File: config.mk
export PLATFORM = sky130hd
export DESIGN_NAME = fsm3_onehot_seq
export DESIGN_NICKNAME = d
export VERILOG_FILES = /design/src/rtl/fsm3_onehot_seq.sv
export SDC_FILE = /design/constraint.sdc
export NUM_CORES = 1
export LEC_CHECK = 0
export BUFFER_PORTS_ARGS = -buffer_cell sky130_fd_sc_hd__buf_2
export CORE_MARGIN = 2
export CORE_UTILIZATION = 50
export DETAILED_ROUTE_END_ITERATION = 10
export PLACE_DENSITY = 0.84
export SLEW_MARGIN = 20
export SYNTH_ARGS = -nofsm -noshare
export SYNTH_HDL_FRONTEND = slang
export SYNTH_SLANG_ARGS = --single-unit
File: constraint.sdc
create_clock -name clk -period 3.35 [get_ports clk]
set_input_delay 0.5025 -clock clk [delete_from_list [all_inputs] [get_ports clk]]
set_output_delay 0.5025 -clock clk [all_outputs]
set_load 0.02 [all_outputs]
File: src/rtl/fsm3_onehot_seq.sv
// fsm3_onehot_seq: four-state one-hot Moore sequencer (A, B, C, D) with
// input-valid gating, a D-entry pulse, a saturating D-entry counter,
// sticky illegal-state detection with one-cycle recovery to A, and a raw
// state-load hook used to force arbitrary (even non-one-hot) values.
module fsm3_onehot_seq #(
  parameter int CNT_W = 8
) (
  input  logic             clk,
  input  logic             reset,
  input  logic             in_valid_i,
  input  logic             in_i,
  input  logic             inj_en_i,
  input  logic [3:0]       inj_state_i,
  input  logic             cnt_clr_i,
  output logic [3:0]       state_o,
  output logic             out_o,
  output logic             out_pulse_o,
  output logic [CNT_W-1:0] hit_count_o,
  output logic             err_o
);

  typedef enum logic [3:0] {
    ST_A = 4'b0001,
    ST_B = 4'b0010,
    ST_C = 4'b0100,
    ST_D = 4'b1000
  } state_e;

  localparam logic [CNT_W-1:0] CNT_MAX = {CNT_W{1'b1}};
  localparam logic [CNT_W-1:0] CNT_ONE = {{(CNT_W-1){1'b0}}, 1'b1};

  // A state is legal only when exactly one bit is set.
  function automatic logic is_onehot(input logic [3:0] v);
    logic [2:0] ones;
    ones = 3'd0;
    for (int i = 0; i < 4; i++) begin
      ones = ones + {2'b00, v[i]};
    end
    return (ones == 3'd1);
  endfunction

  logic [3:0]       state_q, state_d;
  logic [3:0]       table_next_s;
  logic             pulse_q, pulse_d;
  logic [CNT_W-1:0] cnt_q, cnt_d;
  logic             err_q, err_d;

  // Transition table lookup, used only when the state is legal and in is valid.
  always_comb begin
    table_next_s = ST_A;
    case (state_q)
      ST_A:    table_next_s = in_i ? ST_B : ST_A;
      ST_B:    table_next_s = in_i ? ST_B : ST_C;
      ST_C:    table_next_s = in_i ? ST_D : ST_A;
      ST_D:    table_next_s = in_i ? ST_B : ST_C;
      default: table_next_s = ST_A;
    endcase
  end

  // Prioritised next-state, pulse, counter and error update.
  always_comb begin
    state_d = state_q;
    pulse_d = 1'b0;
    err_d   = err_q;
    if (inj_en_i) begin
      // Raw load: no counting, no pulse, error flag untouched.
      state_d = inj_state_i;
    end else if (!is_onehot(state_q)) begin
      // Recover to A in one cycle; in_valid/in are ignored here.
      state_d = ST_A;
      err_d   = 1'b1;
    end else if (in_valid_i) begin
      state_d = table_next_s;
      pulse_d = (table_next_s == ST_D);
    end else begin
      state_d = state_q;
    end

    cnt_d = cnt_q;
    if (cnt_clr_i) begin
      // Clear wins over a coincident increment; the pulse still fires.
      cnt_d = {CNT_W{1'b0}};
    end else if (pulse_d && (cnt_q != CNT_MAX)) begin
      cnt_d = cnt_q + CNT_ONE;
    end else begin
      cnt_d = cnt_q;
    end
  end

  // State, pulse, counter and sticky error registers with synchronous reset.
  always_ff @(posedge clk) begin
    if (reset) begin
      state_q <= ST_A;
      pulse_q <= 1'b0;
      cnt_q   <= {CNT_W{1'b0}};
      err_q   <= 1'b0;
    end else begin
      state_q <= state_d;
      pulse_q <= pulse_d;
      cnt_q   <= cnt_d;
      err_q   <= err_d;
    end
  end

  assign state_o     = state_q;
  assign out_o       = state_q[3];
  assign out_pulse_o = pulse_q;
  assign hit_count_o = cnt_q;
  assign err_o       = err_q;

endmodule
## Word level (Yosys, flattened, before mapping)

Cells that the tools add are included.

| storage, ports and cells | value |
|---|---|
| register bits | 14 |
| bits in read-only memories | 0 |
| input port bits | 10 |
| bits in latches | 0 |
| bits in writable memories | 0 |
| memories | 0 |
| output and inout bits | 15 |

| cells by class | value |
|---|---|
| bitwise logic cells | 2 |
| $lt $le $gt $ge | 0 |
| $mul | 0 |
| shifts and indexed selects | 0 |
| add/subtract/negate cells | 4 |
| reductions and logical operators | 4 |
| muxes and demuxes | 10 |
| div/mod/pow operators | 0 |
| eq/ne operators | 8 |

Operators with widths:

| cell | count |
|---|---|
| $mux W4 | 4 |
| $pmux W4 S3 | 1 |
| $add A8 B1 Y8 const B | 1 |
| $eq A4 B4 Y1 const B | 2 |
| $ne A8 B8 Y1 const B | 1 |
| $eq A4 B1 Y1 const B | 1 |
| $eq A4 B2 Y1 const B | 1 |
| $eq A4 B3 Y1 const B | 1 |
| $reduce_or A2 Y1 | 2 |
| $add A2 B1 Y3 | 1 |
| $add A3 B1 Y3 | 1 |
| $eq A3 B1 Y1 const B | 1 |
| $mux W1 | 3 |
| $mux W3 | 1 |
| $ne A3 B3 Y1 const B | 1 |
| $add A1 B1 Y2 | 1 |
| $mux W2 | 1 |
| $not A1 Y1 | 2 |
| $reduce_and A2 Y1 | 1 |
| $logic_and A1 B1 Y1 | 1 |

## Logic depth before layout (Yosys ltp)

| logic depth | value |
|---|---|
| depth in word-level cells | 8 |
| depth in mapped cells | 11 |
| gate-level depth less buffers | 9 |

## Worst setup path after synthesis

No wires, ideal clock.

| path | value |
|---|---|
| path kind | register -> register |
| from | register state_q[3], in the netlist state_o[3] |
| to | register cnt_q[2], in the netlist hit_count_o[2] |
| cell stages (with the launch flop) | 12 |
| arrival time | 2880 ps |
| path slack | 335 ps |
| required time | 3215 ps |
| library setup time | 135 ps |
| cell sequence | dfxtp_1 -> clkbuf_1 -> inv_1 -> fa_1 -> inv_1 -> ha_1 -> ha_1 -> nor4b_4 -> nand3_1 -> buf_2 -> o311ai_0 -> o41ai_1 |

| between the ends | value |
|---|---|
| longest elaborated chain between the ends | 8 |
| elaborated cells between the ends (all ways) | 13 |
| those cells by class | 1 x add/sub; 6 x eq/ne; 4 x mux; 2 x reduce/logical |

Ends and longest elaborated chain:

| item | line | text |
|---|---|---|
| from (decl) | 42 | `logic [3:0] state_q, state_d;` |
| from (signal assigned) | 98 | `state_q <= state_d;` |
| $eq A4 B4 Y1 or $eq A4 B2 Y1 (tied branches) | 51 | `case (state_q)` |
| $reduce_or A2 Y1 (no source line) | -- |  |
| $pmux W4 S3 | 51 |  |
| $eq A4 B4 Y1 | 74 | `pulse_d = (table_next_s == ST_D);` |
| $mux W1 | 72 | `end else if (in_valid_i) begin` |
| $mux W1 (*) | 68 | `end else if (!is_onehot(state_q)) begin` |
| $mux W1 (*) | 65 | `if (inj_en_i) begin` |
| $logic_and A1 B1 Y1 (*) | 83 | `end else if (pulse_d && (cnt_q != CNT_MAX)) begin` |
| to (signal assigned) | 95 | `cnt_q <= {CNT_W{1'b0}};` |
| to (signal assigned) | 100 | `cnt_q <= cnt_d;` |
| to (decl) | 45 | `logic [CNT_W-1:0] cnt_q, cnt_d;` |

Every way passes the cells marked *; elsewhere a longest branch is shown, timed or not.
A chain may end at the register's enable or synchronous reset.

## Final worst setup path

| path | value |
|---|---|
| from | register state_q[3], in the netlist state_o[3] |
| to | register cnt_q[4], in the netlist hit_count_o[4] |

The elaborated chain is that of the path after synthesis.

==> run metrics <==
Post-Layout Cell Count=146; CP delay by family, top=simple AND/OR/NAND/NOR gates; Avg Inst Size Synth=8.39 µm²; Worst R2R Setup Slack=0.29 ns; reg2reg start=state_o[3]; Num CTS Buffers=3; Fmax=0.327 GHz; sequential-to-total area share from yosys stat=0.318; CP Capture Type=register; Final Skew=0.00855 ns; relative slew slack=0.678; fin crit period=3.06 ns; Required @ worst endpoint=3.56 ns; cells along the critical path=inv_1 -> fa_1 -> inv_1 -> ha_1 -> ha_1 -> nor4b_4 -> nand3_1 -> or4_1 -> a21oi_1; ranking of synthesized cells by area=dfxtp_1, ha_1, nor2_1, inv_1, a21oi_1; initial core utilization=0.521; first-pass GRT wire length=3220 µm; Post-Route WL=2050 µm; maxcap violations=0; pwr dens=409 mW/mm²; commonest non-fill, non-tap cells in the layout=buf_2, dfxtp_1, nor2_1; RSZ-0062 raised after global routing=no; Top FF cell, synth=dfxtp_1; Final #Nets=147; most common cell after layout, fill and taps aside=buf_2; Fin. Hold Viols=0; Yosys reg bits=14; CTS Root Cell=clkbuf_4; GRT Overall Usage=0.209; status=finished, final reports clean; Area growth, synth to finish=18.3%; cell count along the critical path=9; Final Max Slew Viols=0; Worst Setup SP=state_o[3]; worst slew pin tran=0.482 ns; first drt pass iteration count=4; distinct cell type count after synthesis=38; Synth area leader=dfxtp_1; placed wire-length estimate=1640 µm; H-tree depth=1; Post-CTS Setup Inserts=0; Clock Tree Buf Depth=2; total grt overflow=0; Setup Viol. Count Final=0; ANT nets after route=0; Synth top area share=0.318; die span in x=46.0 µm; Final Cycle Share=0.914; later-pin clock latency in the skew report=0.27 ns; wire per inst=14.0 µm; cts repair resizes=0; Die ar.=0.00211 mm²; Die H=46.0 µm; final worst slack=0.287 ns; hold buffers post-CTS=0; VDD IR-drop max=0.000188 V; fraction of layout cells with a size suffix above 1=0.240; Initial DRC Count=12; Reg clk slew, reported paths=0.09 ns; syn_nets=122; Final GP Congestion=0.898; Mapped Area=881 µm²; CP Buf/Inv Count=2; Critical Path Slowest Stage Cell=or4_1; FP Rows=15; Post-Route Setup TNS=0 ns; number of top-level pins=25; vias in the first global route=780; vias per cell=5.93; Placed Cells=142; crit path capture=hit_count_o[4]; slowest stage delay, CP=0.59 ns; DRC Markers=0; Reg2Reg Depth=9; Synth async-reset ratio=0; R2R Path End=hit_count_o[4]; largest net degree at the start of global routing=12; EDFF count, synth=0; Max FO, Critical Path=11; fill count=151; synthesized instance count=105; initial antenna violation count=0; routed via count=866; CTS tree=built; Ys Warns=0; Crit Path Class=register to register; worst slack, placed=0.311 ns; # diodes=0; HP Class=register to register; Critical Path Start Type=register; Leakage Power=0.445 nW; CTS Sinks=14; Core ar.=0.00169 mm²; Port Buffers=24; Worst EP arrival=3.27 ns
-- tightest hold or removal path, cell delays in order (launching register included) --
cell	delay, ns
dfxtp_1	0.32
nor2_1	0.04
nor2_1	0.07
-- registers in the layout (all words and copies together), names as in the netlist --
signal,count
out_pulse_o,1
state_o,4
err_o,1
hit_count_o,8
-- routing by layer --
metal | share of wire | track usage | wire length [µm] | vias to the layer above
li1 | - | - | - | 441
met1 | 0.43 | 0.222 | 880 | 401
met2 | 0.52 | 0.403 | 1070 | 22
met3 | 0.042 | 0.0317 | 87 | 2
met4 | 0.0059 | 0.0800 | 12 | 0
met5 | 0 | 0 | 0 | -
-- logic make-up after synthesis --
group | synth area share
simple gates | 0.268
fa+ha+maj | 0.108
mux | 0.0114
flops | 0.318
buf+inv | 0.0653
compound gates | 0.229
-- report_power, final --
part	switching, mW	total [mW]	leakage [nW]	internal (mW)
Sequential	0.00957	0.184	0.114	0.174
Combinational	0.0693	0.123	0.310	0.0541
Clock	0.0530	0.119	0.0210	0.0660
Total	0.132	0.426	0.445	0.295
-- cell type report --
type,count,area [µm²],area share
multi-input combinational,77,543,0.521
clock buffer,4,36.3,0.0348
tap,17,21.3,0.0204
sequential,14,280,0.269
timing repair buffer,25,128,0.122
inverter,9,33.8,0.0324
-- worst min path at each step --
stage / from / to / slack (ns) / depth (start not counted)
after global routing: inj_state_i[3] / state_o[3] / 0.50 / 3
after CTS: err_o / err_o / 0.48 / 2
after global placement: err_o / err_o / 0.45 / 2
after floorplan: err_o / err_o / 0.55 / 2
after detailed placement: err_o / err_o / 0.46 / 2
final: err_o / err_o / 0.47 / 2
-- synth_stat cells, types with 3 or more instances --
master    instances
a21oi_1           6
a22oi_1           3
clkbuf_1          3
dfxtp_1          14
ha_1              6
inv_1             9
nand2_1           3
nand3_1           5
nand4_1           3
nor2_1           10
nor3_1            4
o21ai_0           4
o31ai_1           4
or3_1             3
-- stage by stage --
stage                     cell area [µm²]   util  hold WS [ns]  total power [mW]
final                                1040  0.617         0.472             0.426
after global routing                 1040  0.617         0.501             0.455
after CTS                            1040  0.617         0.479             0.432
after detailed placement             1010  0.596         0.460             0.312
after global placement               1010  0.596         0.452             0.306
after floorplan                       881      -         0.555             0.273
Note: power is estimated with default switching activity, not from simulation.
